<file path="src/rtl/match_sequencer_if.sv">
// Control bundle between the pong match sequencer and the game datapath.
// The slave side is the sequencer; the master side is whatever drives frames, keys and scores.
interface match_sequencer_if #(
    parameter int MAX_SCORE_W = 4,
    parameter int CNT_W       = 9
);
    logic                   new_frame_i;
    logic                   start_key_i;
    logic                   pause_key_i;
    logic                   point_player_i;
    logic                   point_enemy_i;
    logic [MAX_SCORE_W-1:0] player_score_i;
    logic [MAX_SCORE_W-1:0] enemy_score_i;
    logic [2:0]             state_o;
    logic                   game_en_o;
    logic                   ball_hold_o;
    logic                   ball_launch_o;
    logic                   score_clear_o;
    logic                   serve_dir_o;
    logic                   winner_o;
    logic [CNT_W-1:0]       countdown_o;

    modport master (
        output new_frame_i, start_key_i, pause_key_i, point_player_i, point_enemy_i,
               player_score_i, enemy_score_i,
        input  state_o, game_en_o, ball_hold_o, ball_launch_o, score_clear_o,
               serve_dir_o, winner_o, countdown_o
    );

    modport slave (
        input  new_frame_i, start_key_i, pause_key_i, point_player_i, point_enemy_i,
               player_score_i, enemy_score_i,
        output state_o, game_en_o, ball_hold_o, ball_launch_o, score_clear_o,
               serve_dir_o, winner_o, countdown_o
    );
endinterface

</file>
<file path="src/rtl/match_sequencer.sv">
// Round controller for pong: walks a match through idle, serve, play, point, pause and game over,
// gating the datapath with registered enable/hold/launch/clear controls.
module match_sequencer #(
    parameter int MAX_SCORE_W        = 4,
    parameter int WIN_SCORE          = 10,
    parameter int SERVE_DELAY_FRAMES = 90,
    parameter int POINT_DELAY_FRAMES = 60,
    parameter int GAMEOVER_FRAMES    = 300,
    parameter int CNT_W = $clog2((SERVE_DELAY_FRAMES > POINT_DELAY_FRAMES
                          ? (SERVE_DELAY_FRAMES > GAMEOVER_FRAMES ? SERVE_DELAY_FRAMES : GAMEOVER_FRAMES)
                          : (POINT_DELAY_FRAMES > GAMEOVER_FRAMES ? POINT_DELAY_FRAMES : GAMEOVER_FRAMES)) + 1)
) (
    input  logic             clk_i,
    input  logic             rst_i,
    match_sequencer_if.slave bus
);

    typedef enum logic [2:0] {
        IDLE  = 3'd0,
        SERVE = 3'd1,
        PLAY  = 3'd2,
        POINT = 3'd3,
        PAUSE = 3'd4,
        OVER  = 3'd5
    } state_t;

    localparam logic [MAX_SCORE_W-1:0] WIN       = MAX_SCORE_W'(WIN_SCORE);
    localparam logic [CNT_W-1:0]       ONE       = CNT_W'(1);
    localparam logic [CNT_W-1:0]       SERVE_CNT = CNT_W'(SERVE_DELAY_FRAMES);
    localparam logic [CNT_W-1:0]       POINT_CNT = CNT_W'(POINT_DELAY_FRAMES);
    localparam logic [CNT_W-1:0]       OVER_CNT  = CNT_W'(GAMEOVER_FRAMES);

    state_t           state;
    logic [CNT_W-1:0] count;
    logic             game_en;
    logic             ball_hold;
    logic             ball_launch;
    logic             score_clear;
    logic             serve_dir;
    logic             winner;
    logic             start_prev;
    logic             pause_prev;
    logic             start_edge;
    logic             pause_edge;

    // {game_en, ball_hold} as seen once the FSM has settled in state s
    function automatic logic [1:0] levels(input state_t s);
        return {s == PLAY, !(s == PLAY || s == PAUSE)};
    endfunction

    // Key edges are registered, so a key press is acted on one cycle after it is seen.
    always_ff @(posedge clk_i) begin
        if (rst_i) begin
            state       <= IDLE;
            count       <= '0;
            game_en     <= 1'b0;
            ball_hold   <= 1'b1;
            ball_launch <= 1'b0;
            score_clear <= 1'b0;
            serve_dir   <= 1'b0;
            winner      <= 1'b0;
            start_prev  <= 1'b1;
            pause_prev  <= 1'b1;
            start_edge  <= 1'b0;
            pause_edge  <= 1'b0;
        end else begin
            start_prev  <= bus.start_key_i;
            pause_prev  <= bus.pause_key_i;
            start_edge  <= bus.start_key_i & ~start_prev;
            pause_edge  <= bus.pause_key_i & ~pause_prev;
            ball_launch <= 1'b0;
            score_clear <= 1'b0;

            if (start_edge) begin
                state                  <= SERVE;
                {game_en, ball_hold}   <= levels(SERVE);
                score_clear            <= 1'b1;
                serve_dir              <= 1'b0;
                count                  <= SERVE_CNT;
            end else begin
                case (state)
                    SERVE: if (bus.new_frame_i) begin
                        if (count == ONE) begin
                            state                <= PLAY;
                            {game_en, ball_hold} <= levels(PLAY);
                            ball_launch          <= 1'b1;
                            count                <= '0;
                        end else begin
                            count <= count - ONE;
                        end
                    end
                    // The serve goes toward whoever just lost the point.
                    PLAY: if (bus.point_player_i || bus.point_enemy_i) begin
                        state                <= POINT;
                        {game_en, ball_hold} <= levels(POINT);
                        serve_dir            <= bus.point_player_i;
                        count                <= POINT_CNT;
                    end else if (pause_edge) begin
                        state                <= PAUSE;
                        {game_en, ball_hold} <= levels(PAUSE);
                    end
                    PAUSE: if (pause_edge) begin
                        state                <= PLAY;
                        {game_en, ball_hold} <= levels(PLAY);
                    end
                    POINT: if (bus.new_frame_i) begin
                        if (count == ONE) begin
                            if (bus.player_score_i >= WIN || bus.enemy_score_i >= WIN) begin
                                state                <= OVER;
                                {game_en, ball_hold} <= levels(OVER);
                                winner               <= !(bus.player_score_i >= WIN);
                                count                <= OVER_CNT;
                            end else begin
                                state                <= SERVE;
                                {game_en, ball_hold} <= levels(SERVE);
                                count                <= SERVE_CNT;
                            end
                        end else begin
                            count <= count - ONE;
                        end
                    end
                    OVER: if (bus.new_frame_i) begin
                        if (count == ONE) begin
                            state                <= IDLE;
                            {game_en, ball_hold} <= levels(IDLE);
                            count                <= '0;
                        end else begin
                            count <= count - ONE;
                        end
                    end
                    default: ;
                endcase
            end
        end
    end

    assign bus.state_o       = state;
    assign bus.game_en_o     = game_en;
    assign bus.ball_hold_o   = ball_hold;
    assign bus.ball_launch_o = ball_launch;
    assign bus.score_clear_o = score_clear;
    assign bus.serve_dir_o   = serve_dir;
    assign bus.winner_o      = winner;
    assign bus.countdown_o   = count;

endmodule

</file>
<file path="src/flat_wrapper.sv">
// flat-port wrapper written by rule: the top's interface ports become plain ports
module match_sequencer_flat 
#(
    parameter int MAX_SCORE_W        = 4,
    parameter int WIN_SCORE          = 10,
    parameter int SERVE_DELAY_FRAMES = 90,
    parameter int POINT_DELAY_FRAMES = 60,
    parameter int GAMEOVER_FRAMES    = 300,
    parameter int CNT_W = $clog2((SERVE_DELAY_FRAMES > POINT_DELAY_FRAMES
                          ? (SERVE_DELAY_FRAMES > GAMEOVER_FRAMES ? SERVE_DELAY_FRAMES : GAMEOVER_FRAMES)
                          : (POINT_DELAY_FRAMES > GAMEOVER_FRAMES ? POINT_DELAY_FRAMES : GAMEOVER_FRAMES)) + 1)
)
  (clk_i, rst_i, bus_new_frame_i, bus_start_key_i, bus_pause_key_i, bus_point_player_i, bus_point_enemy_i, bus_player_score_i, bus_enemy_score_i, bus_state_o, bus_game_en_o, bus_ball_hold_o, bus_ball_launch_o, bus_score_clear_o, bus_serve_dir_o, bus_winner_o, bus_countdown_o);
  match_sequencer_if #(.MAX_SCORE_W(MAX_SCORE_W), .CNT_W(CNT_W)) bus_i ();
  input  logic clk_i;
  input  logic rst_i;
  input wire logic [$bits(bus_i.new_frame_i)-1:0] bus_new_frame_i;
  input wire logic [$bits(bus_i.start_key_i)-1:0] bus_start_key_i;
  input wire logic [$bits(bus_i.pause_key_i)-1:0] bus_pause_key_i;
  input wire logic [$bits(bus_i.point_player_i)-1:0] bus_point_player_i;
  input wire logic [$bits(bus_i.point_enemy_i)-1:0] bus_point_enemy_i;
  input wire logic [$bits(bus_i.player_score_i)-1:0] bus_player_score_i;
  input wire logic [$bits(bus_i.enemy_score_i)-1:0] bus_enemy_score_i;
  output wire logic [$bits(bus_i.state_o)-1:0] bus_state_o;
  output wire logic [$bits(bus_i.game_en_o)-1:0] bus_game_en_o;
  output wire logic [$bits(bus_i.ball_hold_o)-1:0] bus_ball_hold_o;
  output wire logic [$bits(bus_i.ball_launch_o)-1:0] bus_ball_launch_o;
  output wire logic [$bits(bus_i.score_clear_o)-1:0] bus_score_clear_o;
  output wire logic [$bits(bus_i.serve_dir_o)-1:0] bus_serve_dir_o;
  output wire logic [$bits(bus_i.winner_o)-1:0] bus_winner_o;
  output wire logic [$bits(bus_i.countdown_o)-1:0] bus_countdown_o;
  assign bus_i.new_frame_i = bus_new_frame_i;
  assign bus_i.start_key_i = bus_start_key_i;
  assign bus_i.pause_key_i = bus_pause_key_i;
  assign bus_i.point_player_i = bus_point_player_i;
  assign bus_i.point_enemy_i = bus_point_enemy_i;
  assign bus_i.player_score_i = bus_player_score_i;
  assign bus_i.enemy_score_i = bus_enemy_score_i;
  assign bus_state_o = bus_i.state_o;
  assign bus_game_en_o = bus_i.game_en_o;
  assign bus_ball_hold_o = bus_i.ball_hold_o;
  assign bus_ball_launch_o = bus_i.ball_launch_o;
  assign bus_score_clear_o = bus_i.score_clear_o;
  assign bus_serve_dir_o = bus_i.serve_dir_o;
  assign bus_winner_o = bus_i.winner_o;
  assign bus_countdown_o = bus_i.countdown_o;
  match_sequencer #(.MAX_SCORE_W(MAX_SCORE_W), .WIN_SCORE(WIN_SCORE), .SERVE_DELAY_FRAMES(SERVE_DELAY_FRAMES), .POINT_DELAY_FRAMES(POINT_DELAY_FRAMES), .GAMEOVER_FRAMES(GAMEOVER_FRAMES), .CNT_W(CNT_W)) u_core (.clk_i(clk_i), .rst_i(rst_i), .bus(bus_i));
endmodule
</file>
<file path="config.mk">
export PLATFORM = sky130hd
export DESIGN_NAME = match_sequencer_flat
export DESIGN_NICKNAME = d
export VERILOG_FILES = /design/src/rtl/match_sequencer_if.sv /design/src/rtl/match_sequencer.sv /design/src/flat_wrapper.sv
export SDC_FILE = /design/constraint.sdc
export NUM_CORES = 1
export LEC_CHECK = 0
export CAP_MARGIN = 40
export CORE_MARGIN = 8
export CORE_UTILIZATION = 48
export CTS_CLUSTER_DIAMETER = 50
export DETAILED_ROUTE_END_ITERATION = 8
export GPL_TIMING_DRIVEN = 0
export PLACE_DENSITY = 0.89
export SLEW_MARGIN = 20
export SYNTH_ARGS = -nofsm -noshare
export SYNTH_HDL_FRONTEND = slang
export SYNTH_SLANG_ARGS = --single-unit
</file>
<file path="constraint.sdc">
create_clock -name clk_i -period 2.8 [get_ports clk_i]
set_clock_uncertainty 0.15 [all_clocks]
set_input_delay 0.28 -clock clk_i [delete_from_list [all_inputs] [get_ports clk_i]]
set_output_delay 0.28 -clock clk_i [all_outputs]
set_load 0.005 [all_outputs]
</file>
==> Yosys cells after proc, flatten, opt, wreduce, memory -nomap -nowiden <==
Index checks and enable logic that the tools add are counted.
{ "op_classes": {"addsub": 1, "magnitude_cmp": 2, "n_eq_ne": 28, "n_mux": 33, "bitwise_logic": 7, "n_reduce_logical": 20} }
{ "ops": {"columns": ["operator", "n"], "rows": [
  ["2-to-1 mux 9 bit", 6],
  ["2-to-1 mux 3 bit", 10],
  ["case mux 9 bit (3 select lines)", 1],
  ["!= test 3 x 1 -> 1 bit (second input constant)", 7],
  ["AND reduction 9 bit", 2],
  ["!= test 2 x 1 -> 1 bit (second input constant)", 8],
  ["case mux 3 bit (5 select lines)", 1],
  ["2-to-1 mux 1 bit", 12],
  ["AND reduction 5 bit", 2],
  ["equality test 9 x 1 -> 1 bit (second input constant)", 1],
  ["!= test 3 x 2 -> 1 bit (second input constant)", 3],
  ["subtractor 9 x 1 -> 9 bit (second input constant)", 1],
  ["greater-or-equal comparator 4 bit (second input constant)", 2],
  ["case mux 1 bit (4 select lines)", 2],
  ["AND reduction 4 bit", 2],
  ["nonzero test 4 bit", 2],
  ["2-to-1 mux 7 bit", 1],
  ["AND reduction 7 bit", 1],
  ["equality test 3 x 2 -> 1 bit (second input constant)", 2],
  ["equality test 3 bit (second input constant)", 2],
  ["!= test 2 bit (second input constant)", 3],
  ["nonzero test 6 bit", 1],
  ["OR reduction 2 bit", 3],
  ["NOT 1 bit", 5],
  ["other kinds (9)", 11]
]} }
{ "totals": {"register_bits": 22, "in_bits": 15, "out_inout_bits": 18, "wordCells": 105} }

==> Longest topological paths before layout <==
{ "logic_depth": {"ltp_word": 7, "depth_mapped": 6, "ltp_nobuf": 6} }

==> Worst setup path before layout <==
No wires, ideal clock.
{ "synth_timing": {"path_type": "reg2reg", "startpoint": "register u_core.count[1], in the netlist u_core.bus.countdown_o[1]", "endpoint": "register u_core.game_en, in the netlist u_core.bus.game_en_o", "setup_ns": 0.123, "arrival_time_ns": 1.849, "t_required_ns": 2.527, "path_slack_ns": 0.678, "path_stages_with_launch": 7, "n_path_buf": 0, "synth_period_minus_slack_ns": 2.122, "path_cell_list": "dfxtp_1 inv_1 ha_1 or4b_4 o21ai_1 and3_2 mux2_1"} }
{ "synth_between": {"elab_chain_len": 3, "elab_cells_between_ends": 4, "cone_classes": "eq/ne (3); reduce/logical (1)"} }
{ "synth_lines": {"columns": ["element", "line", "text"], "rows": [
  ["start: declaration", "match_sequencer.sv:34", "logic [CNT_W-1:0] count;"],
  ["start signal: assignment", "match_sequencer.sv:89", "count <= count - ONE;"],
  ["start signal: assignment", "match_sequencer.sv:119", "count <= count - ONE;"],
  ["start signal: assignment", "match_sequencer.sv:128", "count <= count - ONE;"],
  ["equality test 9 x 1 -> 1 bit *", "match_sequencer.sv:83, match_sequencer.sv:107, match_sequencer.sv:123", null],
  ["!= test 2 x 1 -> 1 bit (no line)", null, null],
  ["AND reduction 7 bit (no line) *", null, null],
  ["end signal: assignment", "match_sequencer.sv:85", "{game_en, ball_hold} <= levels(PLAY);"],
  ["end signal: assignment", "match_sequencer.sv:110", "{game_en, ball_hold} <= levels(OVER);"],
  ["end signal: assignment", "match_sequencer.sv:125", "{game_en, ball_hold} <= levels(IDLE);"],
  ["end: declaration", "match_sequencer.sv:35", "logic game_en;"]
]} }
Mark *: on every way between the ends. The rest lies on a longest branch, timed or not.
A chain may end at the register's enable or synchronous reset.

==> Worst setup path after layout <==
Ends and elaborated chain as after synthesis.

==> run_results.csv <==
group,metric,value,unit
run_status,status,"finished clean",
yosys,synth_top_family_by_area,"compound AO/OA/AOI/OAI gates",
sta,rsz0062_at_grt,"false",
place,dp_hpwl,2.75,mm
yosys,yosysSeqAreaShare,33.9,%
floorplanning,start_util,48.8,%
setup_path,critPathLaunchType,"flip-flop",
yosys,synth.top_cell.area_share,33.9,%
yosys,synthAdderAreaFrac,1.93,%
route,vias,1386,
yosys,synth.area.mux_share,2.50,%
setup_path,slowest_delay,0.53,ns
yosys,synthArstFlopShare,0,%
global_routing,gr-usage-all-layers,17.6,%
final_layout,final_nets,209,
setup_path,critPathKind,"flip-flop to flip-flop",
yosys,synth_area_per_cell,8.27,um2
yosys,syn_area,1300,um2
yosys,synth_compound_area_share,29.0,%
setup_path,cp_data_arrival_time,2.49,ns
place,dp_slack,0.440,ns
floorplanning,die_area,4630,um2
sta,drv_slew,0,
power,leakage,0.564,nW
floorplanning,fp.dieW,68.0,um
yosys,synth_seq_cells,22,
sta,post-route-period-util,86.0,%
yosys,yosys-top-cells-area,"dfxtp_1 (34%), nor2_1 (4.9%), a21oi_1 (3.9%), o21ai_0 (3.1%), nor3_1 (2.7%)",
hold_path,min_path_type,"flip-flop to flip-flop",
cts,cts_hold_buf,0,
global_routing,grt_pass1_vias,1363,
final_layout,final_cell_count_no_fill,222,
place,io_buffers,30,
cts,clockRootBuffer,"clkbuf_4",
sta,max_freq,415,MHz
cts,post_cts_buffers,0,
power,powerDensity,795,nW/um2
final_layout,antennaDiodeCount,0,
yosys,synth_nets,174,
final_layout,drive_gt1_share,7.33,%
global_routing,antenna_found_initial,0,
yosys,yosys.area_share.simple,26.9,%
sta,relSlewSlack,60.1,%
yosys,synth_commonest_cells,"dfxtp_1 (22), nor2_1 (17), a21oi_1 (10)",
route,final_antenna_net_count,0,
power,ir_drop,0.574,mV
yosys,yosys_warnings,0,
cts,clock-sinks,22,
cts,clk_path_buf_depth,2,
floorplanning,chipHeight,68.0,um
yosys,synth.most_common_cell,"dfxtp_1",
sta,worstMarginPinSlew,0.593,ns
cts,cts_tree,"built",
yosys,synth-edff-count,0,
route,dr.first_iter.drc_count,87,
cts,post_cts_resize_count,0,
yosys,synth.distinct_cells,53,
global_routing,grt_max_degree,13,
yosys,synthXorXnorAreaFrac,1.35,%
setup_path,crit_chain,"inv_1 -> ha_1 -> or4b_4 -> o21ai_1 -> and3_2 -> mux2_1",
route,route.detailed.drc,0,
sta,finalSetupTns,0,ns
yosys,synth_cells,157,
yosys,synth_flop_cell,"dfxtp_1",
sta,min_period,2.41,ns
cts,ctsHtreeMaxLevel,1,
global_routing,overflow,0,
route,dr.pass1.iters,4,
setup_path,crit_required,2.88,ns
cts,insertion_delay,0.32,ns
cts,clk_pin_slew,0.13,ns
final_layout,largest_reg_flops,9,
setup_path,end_kind,"flip-flop",
sta,fin_ws,0.391,ns
final_layout,area_delta_synth_final,28.9,%
yosys,yosys.area.top_type,"dfxtp_1",
sta,setup_viol,0,
run,cap_violations,0,
setup_path,slowest_stage,"or4b_4",
route,wl,3.65,mm
floorplanning,io_pins,33,
setup_path,worstPathMaxFanout,5,
cts,cts_buffers,3,
floorplanning,core-area,2660,um2
route,vias_per_cell,6.24,
route,wl_per_cell,16.4,um
sta,hold_viol_final,0,
place,place_inst,218,
global_routing,grt_pass1_wl,6.37,mm
floorplanning,num_rows,19,
place,routabilityCongestion,0.917,
==> cell families after synthesis <==
group,count (synthesis)
XOR/XNOR,2
flip-flops,22
AND/OR/NAND/NOR,63
buffers and inverters,13
adder cells (fa/ha/maj),2
multiplexers,3
AO/OA/AOI/OAI,52
==> final cells by class <==
cell class                      count  area [um2]
Fill cell                         233         988
Sequential cell                    22         440
Clock buffer                        4        36.3
Inverter                            4        15.0
Tap cell                           31        38.8
Timing Repair Buffer               30         300
Multi-Input combinational cell    122         801
Buffer                              9        42.5
==> critical path, delay by kind of cell (launching register included) <==
family | cells | cell delay (ns)
and+or+nand+nor | 2 | 0.83
AOI/OAI and AO/OA | 1 | 0.34
adders and majority gates | 1 | 0.22
muxes | 1 | 0.32
buffers and inverters | 1 | 0.11
DFF | 1 | 0.35
==> placed cells by master, fill, tap and decap left out, drive strengths merged, types with 2 or more instances in the layout <==
master and instances:
mux2 2, nor3 7, or4 2, nor2b 5
nor4 2, xnor2 2, a21oi 10, o22ai 2
nand3 2, o21bai 2, o211ai 2, dfxtp 22
inv 4, nand2b 2, nand2 9, o21a 3
o21ai 9, nor3b 4, a22oi 2, a2111oi 2
a21boi 2, nor4b 2, ha 2, and2 3
o221a 2, clkbuf 10, a311oi 2, clkdlybuf4s50 30
or2 3, buf 3, nor2 17, a211oi 3
==> per-stage QoR <==
step | power, W | cell area, um2 | util (%) | hold slack [ns]
after floorplan | 0.000890 | 1300 | - | 0.222
after detailed placement | 0.00113 | 1640 | 61.5 | 0.235
final | 0.00133 | 1670 | 62.9 | 0.250
after global routing | 0.00144 | 1670 | 62.9 | 0.267
after CTS | 0.00132 | 1670 | 62.9 | 0.253
after global placement | 0.00111 | 1640 | 61.5 | 0.229
==> where the power goes <==
| group | internal (W) | switching (W) | leakage (nW) |
|---|---|---|---|
| clock network | 0.0000797 | 0.000105 | 0.0210 |
| registers | 0.000371 | 0.0000732 | 0.180 |
| logic | 0.000340 | 0.000363 | 0.363 |
| total | 0.000791 | 0.000541 | 0.564 |
==> final timing paths <==
kind	from	end	slack, ns	cells after the start
min reg2reg	u_core.start_prev$_SDFF_PP1_	u_core.start_edge$_SDFF_PP0_	0.25	1
max	u_core.bus.countdown_o[1]$_SDFFE_PP0P_	u_core.bus.game_en_o$_SDFFE_PP0P_	0.39	6
min	u_core.start_prev$_SDFF_PP1_	u_core.start_edge$_SDFF_PP0_	0.25	1
max reg2reg	u_core.bus.countdown_o[1]$_SDFFE_PP0P_	u_core.bus.game_en_o$_SDFFE_PP0P_	0.39	6
==> per-layer routing <==
layer | vias up | track usage (%) | part of all wire, %
li1 | 659 | - | -
met1 | 648 | 21.5 | 41
met2 | 66 | 27.5 | 46
met3 | 13 | 5.24 | 10
met4 | 0 | 8.70 | 2.8
met5 | - | 0 | 0
No activity file was read; power rests on OpenSTA's default activity.
